--- src/rtl/imm_pkg.sv ---
// imm_pkg: shared definitions for the immediate encoder and the decode side.
//   INSTRUCT_WIDTH / DATA_WIDTH / ERR_CNT_WIDTH : default widths
//   immsrc_e                                    : immediate type coding (I/S/B/J)
//   fits_signed()                               : range helper for the encoder
package imm_pkg;

    localparam int INSTRUCT_WIDTH = 32;
    localparam int DATA_WIDTH     = 32;
    localparam int ERR_CNT_WIDTH  = 8;

    typedef enum logic [1:0] {
        IMM_I = 2'b00,
        IMM_S = 2'b01,
        IMM_B = 2'b10,
        IMM_J = 2'b11
    } immsrc_e;

    // A value fits in a bits-wide signed field exactly when everything from
    // bit (bits-1) upward is a copy of the sign, i.e. the arithmetic shift
    // leaves all zeros or all ones.
    function automatic logic fits_signed(input logic [31:0] v, input int unsigned bits);
        logic [31:0] hi;
        hi = $signed(v) >>> (bits - 1);
        return (hi == '0) || (hi == '1);
    endfunction

endpackage

--- src/rtl/imm_encoder_if.sv ---
// imm_encoder_if: request/response bundle of the immediate encoder.
//   in_valid/in_ready   : request handshake, with in_instr, in_imm, in_immsrc
//   out_valid/out_ready : result handshake, with out_instr, out_err
//   err_count           : saturating count of delivered errored results
//   slave  modport : the encoder side
//   master modport : the producer/consumer side
interface imm_encoder_if #(
    parameter int INSTRUCT_WIDTH = imm_pkg::INSTRUCT_WIDTH,
    parameter int DATA_WIDTH     = imm_pkg::DATA_WIDTH,
    parameter int ERR_CNT_WIDTH  = imm_pkg::ERR_CNT_WIDTH
);
    logic                      in_valid;
    logic                      in_ready;
    logic [INSTRUCT_WIDTH-1:0] in_instr;
    logic [DATA_WIDTH-1:0]     in_imm;
    logic [1:0]                in_immsrc;
    logic                      out_valid;
    logic                      out_ready;
    logic [INSTRUCT_WIDTH-1:0] out_instr;
    logic                      out_err;
    logic [ERR_CNT_WIDTH-1:0]  err_count;

    modport slave (
        input  in_valid, in_instr, in_imm, in_immsrc, out_ready,
        output in_ready, out_valid, out_instr, out_err, err_count
    );

    modport master (
        output in_valid, in_instr, in_imm, in_immsrc, out_ready,
        input  in_ready, out_valid, out_instr, out_err, err_count
    );
endinterface

--- src/rtl/imm_field_pack.sv ---
// imm_field_pack: combinational scatter of an immediate into the RISC-V
// I/S/B/J fields of an instruction word, plus the representability check.
//   base_instr : instruction whose non-immediate bits pass through
//   imm        : signed immediate (byte offset for B/J)
//   immsrc     : immediate type
//   pack_instr : base_instr with the immediate fields overwritten
//   err        : immediate does not fit the selected type
module imm_field_pack
    import imm_pkg::*;
(
    input  logic [31:0] base_instr,
    input  logic [31:0] imm,
    input  immsrc_e     immsrc,
    output logic [31:0] pack_instr,
    output logic        err
);

    // Start from the base word and overwrite only the fields owned by the
    // selected type. Fields are always written with the truncated immediate,
    // even when err is raised, so a bad offset is still visible downstream.
    // B and J drop imm[0] from the encoding, so an odd offset is an error.
    always_comb begin
        pack_instr = base_instr;
        err        = 1'b0;
        case (immsrc)
            IMM_I: begin
                pack_instr[31:20] = imm[11:0];
                err               = !fits_signed(imm, 12);
            end
            IMM_S: begin
                pack_instr[31:25] = imm[11:5];
                pack_instr[11:7]  = imm[4:0];
                err               = !fits_signed(imm, 12);
            end
            IMM_B: begin
                pack_instr[31]    = imm[12];
                pack_instr[7]     = imm[11];
                pack_instr[30:25] = imm[10:5];
                pack_instr[11:8]  = imm[4:1];
                err               = !fits_signed(imm, 13) || imm[0];
            end
            IMM_J: begin
                pack_instr[31]    = imm[20];
                pack_instr[19:12] = imm[19:12];
                pack_instr[20]    = imm[11];
                pack_instr[30:21] = imm[10:1];
                err               = !fits_signed(imm, 21) || imm[0];
            end
        endcase
    end

endmodule

--- src/rtl/imm_encoder.sv ---
// imm_encoder: two-stage pipelined immediate encoder with valid/ready
// handshakes on both sides and a saturating error counter.
//   clk   : clock, rising edge
//   rst_n : synchronous active-low reset
//   bus   : imm_encoder_if slave (request in, encoded result out, err_count)
module imm_encoder
    import imm_pkg::*;
(
    input  logic          clk,
    input  logic          rst_n,
    imm_encoder_if.slave  bus
);

    logic                      s1_valid;
    logic [INSTRUCT_WIDTH-1:0] s1_instr;
    logic [DATA_WIDTH-1:0]     s1_imm;
    immsrc_e                   s1_src;

    logic                      s2_valid;
    logic [INSTRUCT_WIDTH-1:0] s2_instr;
    logic                      s2_err;

    logic [ERR_CNT_WIDTH-1:0]  err_cnt;

    logic                      s1_adv;
    logic                      s2_adv;
    logic [INSTRUCT_WIDTH-1:0] pack_instr;
    logic                      pack_err;

    // Each stage may move when it is empty or the stage after it is moving,
    // so a full pipe still streams one item per cycle and in_ready never
    // looks at in_valid.
    assign s2_adv       = !s2_valid || bus.out_ready;
    assign s1_adv       = !s1_valid || s2_adv;
    assign bus.in_ready = s1_adv;

    assign bus.out_valid = s2_valid;
    assign bus.out_instr = s2_instr;
    assign bus.out_err   = s2_err;
    assign bus.err_count = err_cnt;

    imm_field_pack u_pack (
        .base_instr (s1_instr),
        .imm        (s1_imm),
        .immsrc     (s1_src),
        .pack_instr (pack_instr),
        .err        (pack_err)
    );

    // Stage 1 captures the raw request. Data only loads on a real transfer
    // so an idle bus does not disturb a held request.
    always_ff @(posedge clk) begin
        if (!rst_n) begin
            s1_valid <= 1'b0;
            s1_instr <= '0;
            s1_imm   <= '0;
            s1_src   <= IMM_I;
        end else if (s1_adv) begin
            s1_valid <= bus.in_valid;
            if (bus.in_valid) begin
                s1_instr <= bus.in_instr;
                s1_imm   <= bus.in_imm;
                s1_src   <= immsrc_e'(bus.in_immsrc);
            end
        end
    end

    // Stage 2 holds the encoded word and its error flag together so they
    // always leave the block in the same cycle and stay frozen under stall.
    always_ff @(posedge clk) begin
        if (!rst_n) begin
            s2_valid <= 1'b0;
            s2_instr <= '0;
            s2_err   <= 1'b0;
        end else if (s2_adv) begin
            s2_valid <= s1_valid;
            if (s1_valid) begin
                s2_instr <= pack_instr;
                s2_err   <= pack_err;
            end
        end
    end

    // Count errored results as they are actually handed over, sticking at
    // the all-ones value instead of wrapping.
    always_ff @(posedge clk) begin
        if (!rst_n) begin
            err_cnt <= '0;
        end else if (s2_valid && bus.out_ready && s2_err && (err_cnt != '1)) begin
            err_cnt <= err_cnt + 1'b1;
        end
    end

endmodule

--- src/flat_wrapper.sv ---
// flat-port wrapper written by rule: the top's interface ports become plain ports
module imm_encoder_flat import imm_pkg::*;
  (clk, rst_n, bus_in_valid, bus_in_instr, bus_in_imm, bus_in_immsrc, bus_out_ready, bus_in_ready, bus_out_valid, bus_out_instr, bus_out_err, bus_err_count);
  imm_encoder_if bus_i ();
  input  logic clk;
  input  logic rst_n;
  input wire logic [$bits(bus_i.in_valid)-1:0] bus_in_valid;
  input wire logic [$bits(bus_i.in_instr)-1:0] bus_in_instr;
  input wire logic [$bits(bus_i.in_imm)-1:0] bus_in_imm;
  input wire logic [$bits(bus_i.in_immsrc)-1:0] bus_in_immsrc;
  input wire logic [$bits(bus_i.out_ready)-1:0] bus_out_ready;
  output wire logic [$bits(bus_i.in_ready)-1:0] bus_in_ready;
  output wire logic [$bits(bus_i.out_valid)-1:0] bus_out_valid;
  output wire logic [$bits(bus_i.out_instr)-1:0] bus_out_instr;
  output wire logic [$bits(bus_i.out_err)-1:0] bus_out_err;
  output wire logic [$bits(bus_i.err_count)-1:0] bus_err_count;
  assign bus_i.in_valid = bus_in_valid;
  assign bus_i.in_instr = bus_in_instr;
  assign bus_i.in_imm = bus_in_imm;
  assign bus_i.in_immsrc = bus_in_immsrc;
  assign bus_i.out_ready = bus_out_ready;
  assign bus_in_ready = bus_i.in_ready;
  assign bus_out_valid = bus_i.out_valid;
  assign bus_out_instr = bus_i.out_instr;
  assign bus_out_err = bus_i.out_err;
  assign bus_err_count = bus_i.err_count;
  imm_encoder u_core (.clk(clk), .rst_n(rst_n), .bus(bus_i));
endmodule
--- config.mk ---
export PLATFORM = sky130hd
export DESIGN_NAME = imm_encoder_flat
export DESIGN_NICKNAME = d
export VERILOG_FILES = /design/src/rtl/imm_pkg.sv /design/src/rtl/imm_encoder_if.sv /design/src/rtl/imm_field_pack.sv /design/src/rtl/imm_encoder.sv /design/src/flat_wrapper.sv
export SDC_FILE = /design/constraint.sdc
export NUM_CORES = 1
export LEC_CHECK = 0
export CORE_UTILIZATION = 40
export DETAILED_ROUTE_END_ITERATION = 8
export PLACE_DENSITY = 0.71
export SYNTH_ARGS = -nofsm -noshare
export SYNTH_HDL_FRONTEND = slang
export SYNTH_HIERARCHICAL = 1
export SYNTH_SLANG_ARGS = --single-unit
--- constraint.sdc ---
create_clock -name clk -period 1.87 [get_ports clk]
set_input_delay 0.187 -clock clk [delete_from_list [all_inputs] [get_ports clk]]
set_output_delay 0.187 -clock clk [all_outputs]
set_load 0.02 [all_outputs]
==> flow_summary.yaml, run 1 <==
status:
  outcome: "finished clean"
timing:
  finalSetupTns_ps: 0
  rsz0062_at_grt: "false"
  drv_slew: 0
  slew_headroom_pct: 67.4
  final_hold_viol_count: 0
  fmax_ghz: 0.564
  period_share_pct: 94.8
  skew_ps: 11.1
  worstMarginPinSlew_ps: 489
  setup_viol: 0
  finalCriticalPeriod_ps: 1770
placed_design:
  hpwl_mm: 7.12
  gp_congestion: 0.817
  placed_area_um2: 5570
  portBuffers: 105
clock_tree:
  ctsHtreeMaxLevel: 3
  cts_max_path_buffers: 2
  ctsResizeCount: 0
  cts_root_buf: "clkbuf_8"
  clk_latency_ps: 370
  post_cts_buffers: 0
  cts.sinks: 102
  clk_pin_slew_ps: 90
  tritoncts: "done"
  cts_hold_buffers: 0
  cts_buffers: 9
logic_synthesis:
  netlist_area_um2: 4460
  synth_area_per_cell_um2: 8.18
  yosysWarnings: 6
  netlist_instances: 545
  mappedNetlistNets: 620
floorplan:
  dieWidth_um: 108
  dieArea_um2: 11600
  fp-row-count: 38
  core_area_um2: 10800
  fp.dieH_um: 108
  ios: 113
  initial_core_util_pct: 41.1
layout:
  syn_to_final_growth_pct: 29.1
  diodes: 0
  drive_gt1_share_pct: 6.55
  finish.instance_area_um2: 5760
  fin_nets: 696
pwr:
  p_sw_share_pct: 25.5
  leakage_uw: 0.00210
  power_frac_seq_pct: 54.4
  total_power_uw: 4280
  p_clk_share_pct: 32.4
  p_switching_uw: 1090
  vdd_ir_drop_max_mv: 0.413
  combinationalPowerShare_pct: 13.2
  cellPowerDensity_nw_per_um2: 743
  internal-power_uw: 3180
routing:
  vias: 3771
  drt-wirelength-per-cell_um: 13.7
  drcViolationCount: 0
  dr.pass1.iters: 4
  routed_via_density: 4.92
  wl_mm: 10.5
  ant_nets: 0
  drt_iter0_drc: 192
run:
  max_cap_violations: 0
global_route:
  grt_pass1_wl_mm: 16.9
  grt_start_max_net_pins: 104
  grt-ovfl-total: 0
  grtUsageTotal_pct: 18.8
  grt_pass1_vias: 3582
  grt_antenna_before_repair: 0
critical_path:
  cpMaxStageDelayCell: "clkdlybuf4s50_1"
  cp-start-kind: "register"
  rrSetupSlack_ps: 200
  cp_cell_sequence: "nand3b_1 -> clkdlybuf4s50_1"
  critPathCaptureType: "output port"
  critPathKind: "register to output port"
  cp_max_fo: 5
  critPathRequiredTime_ps: 1680
  critical-path-top-delay-family: "buffers and inverters"
  slowest_delay_ps: 590
  crit_buf_inv: 1
  arrival_ps: 1590
worst_hold_path:
  hp-class: "input pin to register"
## placed cells by master (no fill, tap or decap), drive strengths merged, types with 6 or more instances in the layout
cell           count
a21boi            94
buf               12
clkbuf            11
clkdlybuf4s50    104
dfxtp            102
inv                8
mux2               8
nand2            200
nand3              7
nand4              7
nor2               6
o21ai             14
## metal layers
layer	part of all wire (%)	vias to the layer above	GRT usage (%)
li1	-	1942	-
met1	47	1730	23.8
met2	48	88	31.2
met3	4.2	11	4.00
met4	1.3	0	6.85
met5	0	-	0
## cell type report
class | instances | area [µm²]
Fill cell | 1041 | 5080
Tap cell | 140 | 175
Timing Repair Buffer | 116 | 1200
Clock buffer | 11 | 131
Multi-Input combinational cell | 384 | 2120
Inverter | 8 | 30.0
Sequential cell | 102 | 2040
Clock inverter | 5 | 60.1
## final timing paths
path	from	endpoint	cells past startpoint
setup / recovery	u_core/s1_valid$_SDFFE_PN0P_	bus_in_ready	2
hold / removal	rst_n	u_core/bus.out_valid$_SDFFE_PN0P_	3
setup reg to reg	u_core/s1_src[0]$_SDFFE_PN0P_	u_core/bus.out_instr[19]$_SDFFE_PN0P_	5
hold reg to reg	u_core/s1_instr[2]$_SDFFE_PN0P_	u_core/bus.out_instr[2]$_SDFFE_PN0P_	2
## sequential cells by signal (all words and copies together), names as in the netlist
register	cells
u_core/s1_valid	1
u_core/bus.out_valid	1
u_core/bus.out_err	1
u_core/s1_instr	25
u_core/s1_imm	32
u_core/s1_src	2
u_core/bus.out_instr	32
u_core/bus.err_count	8
## metrics by stage
stage	utilization, %	hold WS [ps]	std cells	setup WS (ps)
floorplan	-	322	545	396
CTS	53.1	325	766	99.4
global placement	51.4	436	750	146
detailed placement	51.4	445	750	134
finish	53.1	322	766	97.6
global route	53.1	336	766	33.0
## power groups by stage
stage | registers, µW | logic, µW | clock network (µW)
6_report | 2330 | 563 | 1390
3_5_place_dp | 2380 | 566 | 0
5_1_grt | 2340 | 623 | 1510
4_1_cts | 2330 | 569 | 1430
3_3_place_gp | 2380 | 557 | 0
2_1_floorplan | 2390 | 307 | 0
## worst register-to-register path, delay by kind of cell (launching register included)
kind	cells	cell delay, ps
buf+inv	1	240
fa+ha+maj	1	480
mux	1	330
flops	1	390
simple gates	1	60
compound gates	1	60
No activity file was read; power rests on OpenSTA's default activity.
==> run 2: changes to the inputs <==
--- a/config.mk
+++ b/config.mk
@@ -7,8 +7,8 @@
 export LEC_CHECK = 0
 export CORE_UTILIZATION = 40
 export DETAILED_ROUTE_END_ITERATION = 8
-export PLACE_DENSITY = 0.71
+export PLACE_DENSITY = 0.72
 export SYNTH_ARGS = -nofsm -noshare
 export SYNTH_HDL_FRONTEND = slang
-export SYNTH_HIERARCHICAL = 1
 export SYNTH_SLANG_ARGS = --single-unit
+export TNS_END_PERCENT = 30
==> run 2 against run 1 <==
Critical path depth rose by 5. Non-clock buffer count is 1 higher. Count of clock-buffer cells in the layout is 1 higher. Routed wire length fell by 4.0%. Largest cell class unchanged.
==> flow_summary.yaml, run 2 <==
placed_design:
  portBuffers: 105
  hpwl_mm: 6.98
  gp_congestion: 0.777
  placed_area_um2: 5490
pwr:
  internal-power_uw: 3270
  p_switching_uw: 1100
  p_clk_share_pct: 32.2
  leakage_uw: 0.00219
  p_sw_share_pct: 25.2
  cellPowerDensity_nw_per_um2: 768
  combinationalPowerShare_pct: 14.0
  vdd_ir_drop_max_mv: 0.432
  power_frac_seq_pct: 53.8
critical_path:
  cp_max_fo: 4
  cp-start-kind: "register"
  critPathCaptureType: "register"
  critPathRequiredTime_ps: 2110
  arrival_ps: 1930
  critPathKind: "register to register"
  rrSetupSlack_ps: 180
floorplan:
  dieWidth_um: 106
  fp.dieH_um: 106
  initial_core_util_pct: 41.3
  fp-row-count: 37
  ios: 113
  dieArea_um2: 11100
  core_area_um2: 10400
logic_synthesis:
  synth_top_family_by_area: "simple AND/OR/NAND/NOR gates"
  synth_area_leader_cell: "dfxtp_1"
  yosysTopAreaCellShare_pct: 47.6
  synth_area_per_cell_um2: 8.68
  yosysWarnings: 0
  synth_seq_area_share_pct: 47.6
  synthFlopType: "dfxtp_1"
  yosysUniqueCellTypes: 39
  netlist_area_um2: 4290
  ys_seq_elements: 102
  ys_top_cells_by_area: "dfxtp_1, nand2_1, a21boi_0"
  synth_commonest_cells: "nand2_1, dfxtp_1, a21boi_0, buf_2, clkbuf_1"
  synth.area.mux_share_pct: 2.10
  synthSimpleGateAreaFrac_pct: 23.0
  synth-async-reset-ratio_pct: 0
  mappedNetlistNets: 569
  synthXorXnorAreaFrac_pct: 1.43
  synth-edff-count: 0
  synth.most_common_cell: "nand2_1"
  netlist_instances: 494
  synth_compound_area_share_pct: 20.1
  synth_adder_area_share_pct: 1.46
clock_tree:
  cts.sinks: 102
  clk_latency_ps: 350
  cts_buffers: 9
  cts_max_path_buffers: 2
  clk_pin_slew_ps: 100
  cts_root_buf: "clkbuf_8"
  ctsHtreeMaxLevel: 3
  post_cts_buffers: 0
  tritoncts: "done"
timing:
  finalSetupTns_ps: 0
  final_hold_viol_count: 0
  finalCriticalPeriod_ps: 1690
  worstMarginPinSlew_ps: 545
  rsz0062_at_grt: "false"
  setup_viol: 0
  slew_headroom_pct: 63.4
  skew_ps: 9.05
  drv_slew: 0
  fmax_ghz: 0.593
  period_share_pct: 90.2
routing:
  dr.pass1.iters: 4
  routed_via_density: 4.99
  drcViolationCount: 0
  ant_nets: 0
  wl_mm: 10.0
  drt-wirelength-per-cell_um: 13.8
  drt_iter0_drc: 144
  vias: 3631
worst_hold_path:
  hp-class: "input pin to register"
layout:
  fin_nets: 662
  fillers: 989
  drive_gt1_share_pct: 6.08
  seq_area_um2: 2040
  final_common_cell: "nand2_1"
  finish.instance_area_um2: 5690
  multiInputGateArea_um2: 2070
  syn_to_final_growth_pct: 32.8
  mostFrequentLayoutCells: "nand2_1, clkdlybuf4s50_1, dfxtp_1"
  diodes: 0
global_route:
  grt_start_max_net_pins: 46
  grt-ovfl-total: 0
  grtUsageTotal_pct: 18.2
  grt_antenna_before_repair: 0
  grt_pass1_vias: 3471
  grt_pass1_wl_mm: 16.4
run:
  max_cap_violations: 0
status:
  outcome: "finished clean"
-- run 2: cells by family (layout without fill, tap and decap cells) --
| group | after synthesis | count (layout) |
|---|---|---|
| xor gates and xnor gates | 7 | 7 |
| and+or+nand+nor | 223 | 223 |
| DFF | 102 | 102 |
| buffers and inverters | 37 | 135 |
| muxes | 9 | 9 |
| AOI/OAI and AO/OA | 111 | 111 |
| adders and majority gates | 5 | 5 |
-- run 2: cell type report --
cell class              instances  area share (%)
multi-input cells             355            36.4
flip-flops and latches        102            35.9
repair buffers                117            21.1
well taps                     136            2.99
clock buffers                  12            2.55
clock inverters                 4           0.967
inverters                       2           0.132
-- run 2: final timing paths --
check	startpoint	depth (start not counted)	to
setup / recovery	u_core.s1_src[0]$_SDFFE_PN0P_	7	u_core.bus.out_err$_SDFFE_PN0P_
hold / removal	rst_n	2	u_core.bus.out_instr[13]$_SDFFE_PN0P_
setup reg to reg	u_core.s1_src[0]$_SDFFE_PN0P_	7	u_core.bus.out_err$_SDFFE_PN0P_
hold reg to reg	u_core.s1_imm[5]$_SDFFE_PN0P_	2	u_core.bus.out_instr[25]$_SDFFE_PN0P_
-- run 2: stage by stage --
step           setup slack (ps)  cells  hold slack, ps  util, %  power (µW)
3_3_place_gp                149    712             444     52.9        3000
4_1_cts                    58.9    728             312     54.9        4420
3_5_place_dp                148    712             457     52.9        3020
5_1_grt                    27.8    728             351     54.9        4580
6_report                    182    728             327     54.9        4370
2_1_floorplan               255    494             322        -        2710
-- run 2: critical path, stage by stage (launching register included) --
cell      delay (ps)
dfxtp_1          400
inv_1             80
ha_1             220
or3b_1           400
nor3_1           200
a32oi_1           90
nand4_1          120
o211ai_1          80
-- run 2: power groups by stage --
| stage | clock network (µW) | logic (µW) | registers, µW |
|---|---|---|---|
| 3_3_place_gp | 0 | 605 | 2400 |
| 2_1_floorplan | 0 | 281 | 2430 |
| 6_report | 1410 | 612 | 2350 |
| 3_5_place_dp | 0 | 614 | 2410 |
| 4_1_cts | 1440 | 618 | 2350 |
| 5_1_grt | 1540 | 671 | 2370 |
-- run 2: routing by layer --
layer | GRT usage (%) | wire (µm)
met1 | 23.9 | 4870
met2 | 30.4 | 4640
met3 | 2.72 | 394
met4 | 6.75 | 131
met5 | 0 | 0
-- run 2: repair_timing --
item,4_1_cts,5_1_grt
endpoints found under the setup margin,0,3
hold buffers,0,0
gates resized for setup,0,2
==> run 3: changes to the inputs <==
--- a/config.mk
+++ b/config.mk
@@ -7,8 +7,10 @@
 export LEC_CHECK = 0
 export CORE_UTILIZATION = 40
 export DETAILED_ROUTE_END_ITERATION = 8
-export PLACE_DENSITY = 0.72
+export GPL_ROUTABILITY_DRIVEN = 1
+export PLACE_DENSITY = 0.71
 export SYNTH_ARGS = -nofsm -noshare
 export SYNTH_HDL_FRONTEND = slang
+export SYNTH_HIERARCHICAL = 1
 export SYNTH_SLANG_ARGS = --single-unit
 export TNS_END_PERCENT = 30
==> results of run 3 <==
Same layout as run 1: the final DEF is identical, and so are final timing and power.
